$ cat src/rtl/game_ctrl.sv
// Typing-game sequencer: SELECT -> COUNTDOWN -> INGAME -> FINISH, with
// front-panel selection of game mode/length. Runs on the 100 Hz clk_div tick.
module game_ctrl #(
  parameter int TICKS_PER_SEC = 100,
  parameter int COUNT_SEC     = 3,
  parameter int TIME_MIN      = 15,
  parameter int TIME_MAX      = 60,
  parameter int TIME_STEP     = 15,
  parameter int WORD_MIN      = 10,
  parameter int WORD_MAX      = 50,
  parameter int WORD_STEP     = 10
) (
  input  logic       rst,
  input  logic       clk_div,
  input  logic       btn_start,
  input  logic       btn_mode,
  input  logic       btn_up,
  input  logic       btn_down,
  input  logic       finish,
  output logic [1:0] state,
  output logic       mode,
  output logic [6:0] value,
  output logic [1:0] countdown,
  output logic       go
);
  localparam int TW = (TICKS_PER_SEC > 1) ? $clog2(TICKS_PER_SEC) : 1;

  typedef enum logic [1:0] {
    SELECT    = 2'd0,
    COUNTDOWN = 2'd1,
    INGAME    = 2'd2,
    FINISH    = 2'd3
  } state_e;

  state_e        state_q;
  logic          mode_q, go_q;
  logic [6:0]    value_q;
  logic [1:0]    sec_q, countdown_q;
  logic [TW-1:0] tick_q;
  logic [3:0]    prev_q;

  logic [3:0] btn, edge_w;
  logic       start_e, mode_e, up_e, down_e;
  logic [7:0] v_max, v_min, v_step, up_sum;
  logic [6:0] up_val, dn_val;

  assign btn     = {btn_down, btn_up, btn_mode, btn_start};
  assign edge_w  = btn & ~prev_q;
  assign start_e = edge_w[0];
  assign mode_e  = edge_w[1];
  assign up_e    = edge_w[2];
  assign down_e  = edge_w[3];

  // Saturating step arithmetic in 8 bits so value+step cannot wrap.
  assign v_max  = mode_q ? 8'(WORD_MAX)  : 8'(TIME_MAX);
  assign v_min  = mode_q ? 8'(WORD_MIN)  : 8'(TIME_MIN);
  assign v_step = mode_q ? 8'(WORD_STEP) : 8'(TIME_STEP);
  assign up_sum = {1'b0, value_q} + v_step;
  assign up_val = (up_sum > v_max) ? v_max[6:0] : up_sum[6:0];
  assign dn_val = ({1'b0, value_q} < v_min + v_step) ? v_min[6:0]
                                                     : value_q - v_step[6:0];

  always_ff @(posedge clk_div or posedge rst) begin
    if (rst) begin
      state_q     <= SELECT;
      mode_q      <= 1'b0;
      value_q     <= 7'(TIME_MIN);
      sec_q       <= 2'd0;
      tick_q      <= '0;
      countdown_q <= 2'd0;
      go_q        <= 1'b0;
      prev_q      <= 4'hF;
    end else begin
      prev_q <= btn;
      go_q   <= 1'b0;
      case (state_q)
        SELECT: begin
          if (start_e) begin
            state_q     <= COUNTDOWN;
            sec_q       <= 2'(COUNT_SEC);
            tick_q      <= '0;
            countdown_q <= 2'(COUNT_SEC);
          end else if (mode_e) begin
            mode_q  <= ~mode_q;
            value_q <= mode_q ? 7'(TIME_MIN) : 7'(WORD_MIN);
          end else if (up_e) begin
            value_q <= up_val;
          end else if (down_e) begin
            value_q <= dn_val;
          end
        end
        COUNTDOWN: begin
          if (start_e) begin
            state_q     <= SELECT;
            sec_q       <= 2'd0;
            tick_q      <= '0;
            countdown_q <= 2'd0;
          end else if (tick_q == TW'(TICKS_PER_SEC - 1)) begin
            tick_q <= '0;
            if (sec_q == 2'd1) begin
              state_q     <= INGAME;
              go_q        <= 1'b1;
              sec_q       <= 2'd0;
              countdown_q <= 2'd0;
            end else begin
              sec_q       <= sec_q - 2'd1;
              countdown_q <= sec_q - 2'd1;
            end
          end else begin
            tick_q <= tick_q + 1'b1;
          end
        end
        INGAME: begin
          if (finish)       state_q <= FINISH;
          else if (start_e) state_q <= SELECT;
        end
        FINISH: begin
          if (start_e) state_q <= SELECT;
        end
        default: state_q <= SELECT;
      endcase
    end
  end

  assign state     = state_q;
  assign mode      = mode_q;
  assign value     = value_q;
  assign countdown = countdown_q;
  assign go        = go_q;
endmodule

$ cat config.mk
export PLATFORM = sky130hd
export DESIGN_NAME = game_ctrl
export DESIGN_NICKNAME = d
export VERILOG_FILES = /design/src/rtl/game_ctrl.sv
export SDC_FILE = /design/constraint.sdc
export NUM_CORES = 1
export LEC_CHECK = 0
export ABC_CLOCK_PERIOD_IN_PS = 5200
export CORE_MARGIN = 2
export CORE_UTILIZATION = 65
export DETAILED_ROUTE_END_ITERATION = 6
export DONT_BUFFER_PORTS = 1
export PLACE_DENSITY = 0.88
export SYNTH_ARGS = -nofsm -noshare
export SYNTH_HDL_FRONTEND = slang
export SYNTH_SLANG_ARGS = --single-unit
export TNS_END_PERCENT = 100
$ cat constraint.sdc
create_clock -name clk_div -period 5.2 [get_ports clk_div]
set_input_delay 1.04 -clock clk_div [delete_from_list [all_inputs] [get_ports clk_div]]
set_output_delay 1.04 -clock clk_div [all_outputs]
set_load 0.1 [all_outputs]
Word level (Yosys, flattened, before mapping)
Cells that the tools add are included.
W data, S select, Z words.
{"block": "totals", "ff_bits": 24, "in_bits": 7, "out_inout_bits": 13}
{"block": "classes", "n_addsub": 5, "n_lt_le_gt_ge": 2, "eq_ne": 8, "muxes": 28, "n_bitwise": 4, "reduce_logical": 8}
{"op": "$mux W7", "count": 8}
{"op": "$mux W2", "count": 10}
{"op": "$pmux W7 S2", "count": 1}
{"op": "$reduce_and A3 Y1", "count": 4}
{"op": "$add A7 B4 Y8", "count": 1}
{"op": "$gt A8 B6 Y1", "count": 1}
{"op": "$pmux W2 S4", "count": 1}
{"op": "$add A7 B1 Y7 const B", "count": 1}
{"op": "$eq A7 B7 Y1 const B", "count": 1}
{"op": "$lt A7 B5 Y1", "count": 1}
{"op": "$sub A7 B4 Y7", "count": 1}
{"op": "$mux W3", "count": 2}
{"op": "$ne A3 B3 Y1 const B", "count": 2}
{"op": "$add A4 B4 Y5", "count": 1}
{"op": "$and A4 B4 Y4", "count": 1}
{"op": "$eq A2 B1 Y1 const B", "count": 2}
{"op": "$eq A2 B2 Y1 const B", "count": 2}
{"op": "$mux W1", "count": 4}
{"op": "$mux W4", "count": 1}
{"op": "$not A4 Y4", "count": 1}
{"op": "$pmux W2 S2", "count": 1}
{"op": "$reduce_bool A3 Y1", "count": 1}
{"op": "$logic_not A2 Y1", "count": 1}
{"op": "$ne A2 B2 Y1 const B", "count": 1}
{"op": "other kinds (4)", "count": 5}

Depth between registers and ports, before layout
Gate-level depths: netlist of the first run.
{"block": "depth", "ltp_word": 7, "ltp_mapped": 12}

Worst setup path before layout of the first run
No wires, ideal clock.
{"block": "synth_timing", "path_type": "register to register", "startpoint": "reg mode_q, in the netlist mode", "endpoint": "reg value_q[1], in the netlist value[1]", "setup_ns": 0.077, "arrival_time_ns": 3.843, "t_required_ns": 5.123, "path_slack_ns": 1.280, "stages_incl_launch_ff": 12, "path_buffers": 0, "period_less_slack_ns": 3.920, "path_cell_list": "dfrtp_1 -> inv_1 -> ha_1 -> o21ai_2 -> or2b_2 -> xnor2_1 -> ha_1 -> o21ai_0 -> nor4_2 -> o31a_1 -> a211o_1 -> a22oi_2"}
{"block": "synth_via", "elab_cells_between_ends": 12}
{"element": "from (decl)", "line": "36", "rtl": "logic mode_q, go_q;"}
{"element": "from (signal assigned)", "line": "84", "rtl": "mode_q <= ~mode_q;"}
{"element": "$mux W4", "line": "55", "rtl": "assign v_max = mode_q ? 8'(WORD_MAX) : 8'(TIME_MAX);"}
{"element": "via v_max[2]", "line": "44", "rtl": "logic [7:0] v_max, v_min, v_step, up_sum;"}
{"element": "$gt A8 B6 Y1", "line": "59", "rtl": "assign up_val = (up_sum > v_max) ? v_max[6:0] : up_sum[6:0];"}
{"element": "$mux W7", "line": "59"}
{"element": "$mux W7", "line": "86", "rtl": "end else if (up_e) begin"}
{"element": "$mux W7", "line": "83", "rtl": "end else if (mode_e) begin"}
{"element": "to (signal assigned)", "line": "85", "rtl": "value_q <= mode_q ? 7'(TIME_MIN) : 7'(WORD_MIN);"}
{"element": "to (signal assigned)", "line": "87", "rtl": "value_q <= up_val;"}
{"element": "to (signal assigned)", "line": "89", "rtl": "value_q <= dn_val;"}
{"element": "to (decl)", "line": "37", "rtl": "logic [6:0] value_q;"}
The timed path passes the listed nets, and every way through them passes these cells. The select of a mux whose other input is x is not followed.
A chain may end at the register's enable or synchronous reset.

Worst setup path after layout of the first run
{"block": "layout_timing", "startpoint": "reg mode_q, in the netlist mode", "endpoint": "reg value_q[0], in the netlist value[0]"}
Same word-level chain as after synthesis.

==> results of run 1 <==
-- metrics by stage --
stage | utilization [%] | std cells | hold WS [ns] | cell area (um^2)
floorplan | - | 192 | 0.437 | 1730
global placement | 70.4 | 217 | 0.465 | 1760
detailed placement | 70.4 | 217 | 0.467 | 1760
CTS | 72.5 | 221 | 0.492 | 1810
global route | 72.5 | 221 | 0.516 | 1810
finish | 72.5 | 221 | 0.491 | 1810
-- how the worst min path moves through the flow --
stage,end,depth (start not counted),slack [ns],from
finish,tick_q[6],1,0.49,tick_q[6]
global route,tick_q[6],1,0.52,tick_q[6]
CTS,tick_q[6],1,0.49,tick_q[6]
detailed placement,tick_q[6],1,0.47,tick_q[6]
global placement,tick_q[6],1,0.47,tick_q[6]
floorplan,tick_q[6],1,0.44,tick_q[6]
-- final cells by class --
| type | instances | area (um^2) |
|---|---|---|
| Fill cell | 185 | 688 |
| Clock inverter | 1 | 30.0 |
| Tap cell | 30 | 37.5 |
| Inverter | 9 | 33.8 |
| Timing Repair Buffer | 3 | 22.5 |
| Clock buffer | 3 | 22.5 |
| Multi-Input combinational cell | 151 | 1050 |
| Sequential cell | 24 | 611 |
-- registers in the layout, summed over array words and instances, names as in the netlist --
name	flops
tick_q	7
mode	1
go	1
state	2
value	7
countdown	2
prev_q	4
-- worst reg2reg max path, stage by stage (launching register included) --
cell and delay, ns:
dfrtp_1 0.34, buf_4 0.35, inv_1 0.23, ha_1 0.43
o21ai_2 0.14, or2b_2 0.33, xnor2_1 0.21, ha_1 0.29
o21ai_0 0.45, nor4_2 0.14, nor3_2 0.40, a21oi_1 0.14
o31ai_1 0.26
-- cell families (layout without fill, tap and decap cells) --
| kind of cell | count (synthesis) | in the layout | share of synthesized area, % |
|---|---|---|---|
| and+or+nand+nor | 71 | 71 | 23.9 |
| AOI/OAI and AO/OA | 58 | 58 | 22.5 |
| DFF | 24 | 24 | 35.2 |
| buffers and inverters | 17 | 16 | 3.97 |
| adders and majority gates | 13 | 13 | 9.38 |
| xor gates and xnor gates | 6 | 6 | 3.03 |
| muxes | 3 | 3 | 2.02 |
-- cells in the final DEF (no fill, tap or decap), drive strengths merged, types with 2 or more instances in the layout --
cell / synthesis / final
a211oi: 2 / 2
a21o: 3 / 3
a21oi: 11 / 11
a221oi: 2 / 2
a31oi: 4 / 4
and2b: 2 / 2
and3: 2 / 2
buf: 4 / 3
clkbuf: 4 / 3
dfrtp: 16 / 16
dfstp: 8 / 8
ha: 13 / 13
inv: 9 / 9
mux2i: 2 / 2
nand2: 12 / 12
nand2b: 9 / 9
nand3: 5 / 5
nand4: 4 / 4
nor2: 14 / 14
nor2b: 8 / 8
nor3: 7 / 7
nor4: 2 / 2
o21a: 3 / 3
o21ai: 20 / 20
o31ai: 6 / 6
xnor2: 3 / 3
xor2: 3 / 3
-- power groups by stage --
stage          clock network (uW)  logic [uW]  registers [uW]
2_1_floorplan                   0         423             460
3_3_place_gp                    0         542             430
3_5_place_dp                    0         568             432
4_1_cts                       134         570             429
5_1_grt                       143         633             437
6_report                      132         575             430
-- metal layers --
layer	part of all wire [%]	vias up	GRT usage (%)	wire (um)
met1	42	678	30.3	1540
met3	3.6	14	3.26	132
met2	51	37	44.0	1880
met5	0	-	0	0
met4	2.7	0	15.7	98
li1	-	699	-	-
==> flow_summary.json, run 1 <==
{
  "status": "finished clean",
  "ant_nets": 0,
  "cts_root_buf": "clkbuf_4",
  "overflow": 0,
  "synth_area_um2": 1730,
  "setup_tns_ns": 0,
  "grt_max_degree": 25,
  "path_class": "register to register",
  "cp_max_fo": 11,
  "finalWeightedCongestion": 0.943,
  "areaGrowthSynthToFinish_pct": 4.47,
  "grt.total_usage_pct": 25.6,
  "cts_buffer_depth": 2,
  "cpLargestDelayFamily": "compound AO/OA/AOI/OAI gates",
  "clkSinkCount": 24,
  "min_period_ns": 3.79,
  "p_leak_uw": 0.000771,
  "maxSlewViolCount": 0,
  "cts_hold_buf": 0,
  "syn-num-nets": 212,
  "dr_total_vias": 1428,
  "p_clk_share_pct": 11.6,
  "power_uw": 1140,
  "crit_chain": "buf_4 > inv_1 > ha_1 > o21ai_2 > or2b_2 > xnor2_1 > ha_1 > o21ai_0 > nor4_2 > nor3_2 > a21oi_1 > o31ai_1",
  "antenna_cells": 0,
  "post_cts_buffers": 0,
  "synth_common_cells": "o21ai_0 (18), dfrtp_1 (16), ha_1 (13), nor2_1 (13), nand2_1 (12)",
  "yosysTopAreaCell": "dfrtp_1",
  "fin_ws_ns": 1.41,
  "pin_count": 20,
  "numPortBuffers": 0,
  "ff2ff_setup_slack_ns": 1.41,
  "dpl.hpwl_um": 2840,
  "rsz0062_at_grt": "no",
  "critPathRequiredTime_ns": 5.42,
  "seqPwrFrac_pct": 37.8,
  "dr.first_iter.drc_count": 55,
  "async_reset_ff_share_pct": 100,
  "clock_latency_ns": 0.31,
  "cts_tree": "done",
  "slowest_delay_ns": 0.45,
  "routedWlPerCell_um": 16.5,
  "period_share_pct": 73.0,
  "end_kind": "register",
  "core_um2": 2500,
  "cp-endpoint": "value[0]",
  "synth_edf_count": 0,
  "ys_top_cells_by_area": "dfrtp_1 (23%), dfstp_2 (12%), ha_1 (9.4%)",
  "synth_seq_cells": 24,
  "vdd_drop_max_mv": 0.430,
  "start_util_pct": 69.4,
  "rows": 18,
  "cts_buffers": 3,
  "synth_area_per_cell_um2": 9.03,
  "slew_headroom_pct": 24.2,
  "startpoint_type": "register",
  "reg2reg_to": "value[0]",
  "nNetsFinal": 212,
  "synth.distinct_cells": 48,
  "fmax_ghz": 0.264,
  "drc_errors": 0,
  "worst_path_max_delay_cell": "o21ai_0",
  "drive_above_1_share_pct": 15.2,
  "synth.most_common_cell": "o21ai_0",
  "syn_inst": 192,
  "cts_resized": 0,
  "worstPathBufferInverterCount": 2,
  "place_ws_ns": 1.49,
  "fp.dieArea_um2": 3100,
  "hold_violations": 0,
  "grt_pass1_wl_um": 6420,
  "ys_seq_area_share_pct": 35.2,
  "yosysTopAreaCellShare_pct": 23.1,
  "clk_pin_slew_ns": 0.13,
  "drt-total-wl_um": 3650,
  "timing.rr.start": "mode",
  "p_per_area_nw_per_um2": 628,
  "p_comb_share_pct": 50.6,
  "worst_pin_slew_ns": 1.14,
  "switching_share_pct": 53.6,
  "htreeDepth": 1,
  "crit_cells": 12,
  "crit_top_cell": "ha_1",
  "crit_arrival_ns": 4.01,
  "finClkSkew_ns": 0.00804,
  "internal_power_uw": 528,
  "cap_viol_max_count": 0,
  "grt_pass1_vias": 1519,
  "die_w_um": 55.7,
  "netSwitchingPower_uw": 609,
  "drt-pass1-iter-count": 5,
  "synth_ff_type": "dfrtp_1",
  "drt-vias-per-instance": 6.46,
  "worstHoldPathType": "register to register",
  "yosysWarnings": 0,
  "rr_worst_depth": 12,
  "antenna_found_initial": 0,
  "setup_violations": 0,
  "cp-startpoint": "mode",
  "die_height_um": 55.7
}
(Power assumes the default switching activity.)
==> run 2, diff against run 1 <==
--- a/config.mk
+++ b/config.mk
@@ -5,12 +5,12 @@
 export SDC_FILE = /design/constraint.sdc
 export NUM_CORES = 1
 export LEC_CHECK = 0
-export ABC_CLOCK_PERIOD_IN_PS = 5200
+export ABC_CLOCK_PERIOD_IN_PS = 3400
 export CORE_MARGIN = 2
-export CORE_UTILIZATION = 65
+export CORE_UTILIZATION = 57
 export DETAILED_ROUTE_END_ITERATION = 6
 export DONT_BUFFER_PORTS = 1
-export PLACE_DENSITY = 0.88
+export PLACE_DENSITY = 0.82
 export SYNTH_ARGS = -nofsm -noshare
 export SYNTH_HDL_FRONTEND = slang
 export SYNTH_SLANG_ARGS = --single-unit
==> constraint.sdc (replaced) <==
create_clock -name clk_div -period 3.4 [get_ports clk_div]
set_input_delay 0.68 -clock clk_div [delete_from_list [all_inputs] [get_ports clk_div]]
set_output_delay 0.68 -clock clk_div [all_outputs]
set_load 0.1 [all_outputs]
==> run 2 against run 1 <==
  * Combinational power increased by 100%
  * Count of clock-buffer cells in the layout did not move
  * Non-clock buffer count rose by 9
  * Register-to-register slack lost 1.2 ns
  * Highest routed layer unchanged
  * Critical path type unchanged
  * Global-route usage fell by 1.1 points
  * Flip-flop and latch count stayed put
  * Utilization down 8.7 points
  * Worst hold slack got worse by 0.15 ns
  * Via count rose by 3.6%
  * Routed wire length rose by 2.3%
  * Final cell count is 5.4% higher
  * First-iteration DRC count increased by 42%
==> flow_summary.json, run 2 (synthesized netlist as in run 1, its figures left out) <==
{
  "layout_common_cells": "o21ai_0 (18), dfrtp_1 (15), nor2_1 (13), ha_1 (13)",
  "finalWeightedCongestion": 1.01,
  "vdd_drop_max_mv": 0.475,
  "nNetsFinal": 221,
  "wl_met3_um": 228,
  "internal_power_uw": 878,
  "netSwitchingPower_uw": 966,
  "startpoint_type": "register",
  "grt_pass1_vias": 1455,
  "final_common_cell": "o21ai_0",
  "fmax_ghz": 0.312,
  "maxSlewViolCount": 0,
  "drive_above_1_share_pct": 20.0,
  "worst_pin_slew_ns": 0.964,
  "clkSinkCount": 24,
  "seqPwrFrac_pct": 26.0,
  "start_util_pct": 58.2,
  "grt.total_usage_pct": 24.5,
  "cts_tree": "done",
  "switching_share_pct": 52.4,
  "critPathRequiredTime_ns": 3.65,
  "hold_violations": 0,
  "drt-pass1-iter-count": 4,
  "clock_latency_ns": 0.31,
  "routedWlPerCell_um": 16.0,
  "rsz0062_at_grt": "no",
  "instances_no_fill": 233,
  "status": "finished clean",
  "dp.cells": 229,
  "numPortBuffers": 0,
  "drt-met1-wl_um": 1680,
  "antenna_cells": 0,
  "crit_arrival_ns": 3.45,
  "drt-vias-per-instance": 6.35,
  "cts_root_buf": "clkbuf_4",
  "rr_worst_depth": 12,
  "setup_tns_ns": 0,
  "slowest_delay_ns": 0.49,
  "setup_violations": 0,
  "fin_util_pct": 63.8,
  "clk_pin_slew_ns": 0.13,
  "timing.hold.ws_ns": 0.340,
  "grt_pass1_wl_um": 6530,
  "cap_viol_max_count": 0,
  "grt_max_degree": 25,
  "dr_total_vias": 1479,
  "cts_buffers": 3,
  "core_um2": 2980,
  "cts_resized": 0,
  "post_cts_buffers": 0,
  "worst_path_max_delay_cell": "dfrtp_4",
  "whs_path_depth": 0,
  "end_kind": "register",
  "p_comb_share_pct": 62.8,
  "areaGrowthSynthToFinish_pct": 9.52,
  "cp_max_fo": 6,
  "pin_count": 20,
  "fp.dieArea_um2": 3500,
  "cts_buffer_depth": 2,
  "overflow": 0,
  "cts_hold_buf": 0,
  "top_layer": "met4",
  "antenna_found_initial": 0,
  "p_per_area_nw_per_um2": 971,
  "rows": 20,
  "finClkSkew_ns": 0.00490,
  "slew_headroom_pct": 35.7,
  "crit_top_cell": "ha_1",
  "wl_met2_um": 1760,
  "drt-total-wl_um": 3730,
  "power_uw": 1840,
  "crit_chain": "inv_1 > ha_1 > o21ai_2 > or2b_2 > xnor2_1 > ha_1 > o21ai_0 > buf_4 > nor4_4 > o31a_1 > a211o_1 > a22oi_2",
  "htreeDepth": 1,
  "die_w_um": 59.2,
  "ant_nets": 0,
  "dr.first_iter.drc_count": 78,
  "die_height_um": 59.2,
  "p_leak_uw": 0.000819,
  "path_class": "register to register",
  "drc_errors": 0,
  "dpl.hpwl_um": 2920,
  "worstHoldPathType": "primary input to register",
  "min_period_ns": 3.20,
  "period_share_pct": 94.2,
  "p_clk_share_pct": 11.2
}
## run 2: cell types whose count changed in the layout (fill, tap and decap cells not counted), sizes merged
cell	previous run	this run
buf	3	12
## run 2: critical path, delay by kind of cell, from the launching register on
kind	cells	cell delay [ns]
xor+xnor	1	0.23
flops	1	0.49
simple gates	2	0.37
compound gates	5	1.09
fa+ha+maj	2	0.59
buf+inv	2	0.36
## run 2: layout make-up
class                   count  area [um^2]
clock inverters             1         30.0
flip-flops and latches     24          614
well taps                  33         41.3
repair buffers             12         90.1
multi-input cells         151         1070
clock buffers               3         22.5
fillers                   236         1080
inverters                   9         33.8
## run 2: routing by layer
| metal | GRT usage, % | vias up |
|---|---|---|
| met4 | 10.4 | 0 |
| met5 | 0 | - |
| met1 | 33.3 | 699 |
| met3 | 4.37 | 8 |
| met2 | 38.6 | 55 |
| li1 | - | 717 |
## run 2: worst paths after layout
path / from / to / slack, ns
setup / recovery: mode / value[1] / 0.20
hold / removal: btn_start / prev_q[0] / 0.34
setup reg to reg: mode / value[1] / 0.20
hold reg to reg: tick_q[6] / tick_q[6] / 0.50
max in group asynchronous: rst / mode / 2.34
min in group asynchronous: rst / state[0] / 0.42
## run 2: through the flow
stage	area (um^2)	setup WS, ns
final	1900	0.196
after global routing	1900	0.0653
after CTS	1890	0.160
after detailed placement	1830	0.200
after global placement	1830	0.393
after floorplan	1740	0.0132
## run 2: power groups by stage
stage	Combinational, uW	Clock, uW	Sequential, uW
final	1160	206	480
after floorplan	646	0	708
after detailed placement	1140	0	484
after global routing	1250	222	489
after CTS	1140	207	478
after global placement	1090	0	480
==> run 3, diff against run 2 <==
--- a/config.mk
+++ b/config.mk
@@ -6,11 +6,11 @@
 export NUM_CORES = 1
 export LEC_CHECK = 0
 export ABC_CLOCK_PERIOD_IN_PS = 3400
-export CORE_MARGIN = 2
-export CORE_UTILIZATION = 57
+export CORE_MARGIN = 5
+export CORE_UTILIZATION = 42
 export DETAILED_ROUTE_END_ITERATION = 6
 export DONT_BUFFER_PORTS = 1
-export PLACE_DENSITY = 0.82
+export PLACE_DENSITY = 0.66
 export SYNTH_ARGS = -nofsm -noshare
 export SYNTH_HDL_FRONTEND = slang
 export SYNTH_SLANG_ARGS = --single-unit
==> run 3 against run 2 <==
  * Total power fell by 2.1%
  * Largest cell class unchanged
  * Worst hold slack improved by 0.063 ns
  * Critical path type unchanged
  * Register-to-register slack improved by 0.07 ns
  * Worst setup slack improved by 0.069 ns
  * Highest routed layer unchanged
==> flow_summary.json, run 3 (synthesized netlist as in run 1, its figures left out) <==
{
  "fmax_ghz": 0.319,
  "cts_resized": 0,
  "antenna_found_initial": 0,
  "min_period_ns": 3.13,
  "grt_pass1_wl_um": 6700,
  "fp.dieArea_um2": 5510,
  "end_kind": "register",
  "p_per_area_nw_per_um2": 945,
  "die_height_um": 74.3,
  "multi_input_area_um2": 1050,
  "htreeDepth": 1,
  "core_um2": 4000,
  "cts_hold_buf": 0,
  "hold_violations": 0,
  "cap_viol_max_count": 0,
  "cts_buffers": 3,
  "dr_total_vias": 1433,
  "timing.hold.ws_ns": 0.404,
  "cts_tree": "done",
  "clk_pin_slew_ns": 0.08,
  "drt-vias-per-instance": 5.73,
  "setup_tns_ns": 0,
  "die_w_um": 74.3,
  "power_uw": 1800,
  "routedWlPerCell_um": 14.8,
  "antenna_cells": 0,
  "areaGrowthSynthToFinish_pct": 10.2,
  "placed_area_um2": 1860,
  "dpl.hpwl_um": 2920,
  "worstHoldPathType": "primary input to register",
  "drt-pass1-iter-count": 4,
  "instances_no_fill": 250,
  "fin_area_um2": 1910,
  "maxSlewViolCount": 0,
  "status": "finished clean",
  "critPathRequiredTime_ns": 3.58,
  "finClkSkew_ns": 0.00149,
  "clkSinkCount": 24,
  "path_class": "register to register",
  "cp_max_fo": 6,
  "dr.first_iter.drc_count": 65,
  "period_share_pct": 92.2,
  "rsz0062_at_grt": "yes",
  "setup_violations": 0,
  "pin_count": 20,
  "cts_buffer_depth": 2,
  "drc_errors": 0,
  "grt.total_usage_pct": 15.3,
  "numPortBuffers": 0,
  "ant_nets": 0,
  "startpoint_type": "register",
  "nNetsFinal": 221,
  "overflow": 0,
  "slew_headroom_pct": 35.8,
  "drt-total-wl_um": 3710,
  "rows": 23,
  "fill_cells": 394,
  "worst_pin_slew_ns": 0.962,
  "crit_arrival_ns": 3.31,
  "finalWeightedCongestion": 0.898,
  "grt_pass1_vias": 1506,
  "final_common_cell": "o21ai_0",
  "p_leak_uw": 0.000815,
  "drive_above_1_share_pct": 19.5,
  "clock_latency_ns": 0.26,
  "vdd_drop_max_mv": 0.358,
  "dp.cells": 246,
  "layout_common_cells": "o21ai_0 (18), dfrtp_1 (15), nor2_1 (13), ha_1 (13)",
  "post_cts_buffers": 0,
  "start_util_pct": 43.4,
  "grt_max_degree": 25,
  "cts_root_buf": "clkbuf_8",
  "regArea_um2": 614
}
==> run 3: cell count changes in the layout (fill, tap and decap cells not counted) <==
cell / previous run / this run
a311oi_1: 0 / 1
a311oi_2: 1 / 0
bufinv_16: 1 / 0
clkbuf_4: 3 / 0
clkbuf_8: 0 / 4
nor3_2: 1 / 2
nor3_4: 1 / 0
==> run 3: path summary, 6_finish.rpt <==
path                       cells past startpoint         to  slack [ns]      start
max in group asynchronous                      1       mode        2.25        rst
hold reg to reg                                1  tick_q[6]        0.49  tick_q[6]
setup reg to reg                              12   value[2]        0.27       mode
hold / removal                                 0  prev_q[3]        0.40   btn_down
min in group asynchronous                      1  tick_q[6]        0.49        rst
setup / recovery                              12   value[2]        0.27       mode
==> run 3: stage by stage <==
stage | setup slack [ns] | util, %
floorplan | 0.0132 | -
global placement | 0.365 | 46.4
detailed placement | 0.284 | 46.4
CTS | 0.250 | 47.8
global route | -0.00711 | 47.8
finish | 0.266 | 47.8
==> run 3: per-layer routing <==
metal,global-route usage (%),share of wire (%)
met1,20.2,46
met5,0,0
met2,26.7,48
met3,2.03,4.8
met4,3.75,0.92
==> run 3: cell type report <==
cell class                 instances  share of cell area, %
timing repair buffer              12                   4.72
multi-input combinational        151                   55.2
tap                               50                   3.27
inverter                           9                   1.77
clock buffer                       4                   2.88
sequential                        24                   32.2
==> run 3: power by group <==
group / internal, uW / switching, uW
clock: 103 / 87.2
combinational: 399 / 743
sequential: 358 / 114
total: 860 / 945
==> run 3: worst max-delay path, cell delays in order, from the launching register on <==
cell	delay [ns]
dfrtp_4	0.48
inv_1	0.19
ha_1	0.29
o21ai_2	0.10
or2b_2	0.32
xnor2_1	0.20
ha_1	0.28
o21ai_0	0.29
buf_4	0.18
nor4_4	0.04
nor3_2	0.31
a21oi_1	0.14
o31ai_1	0.22
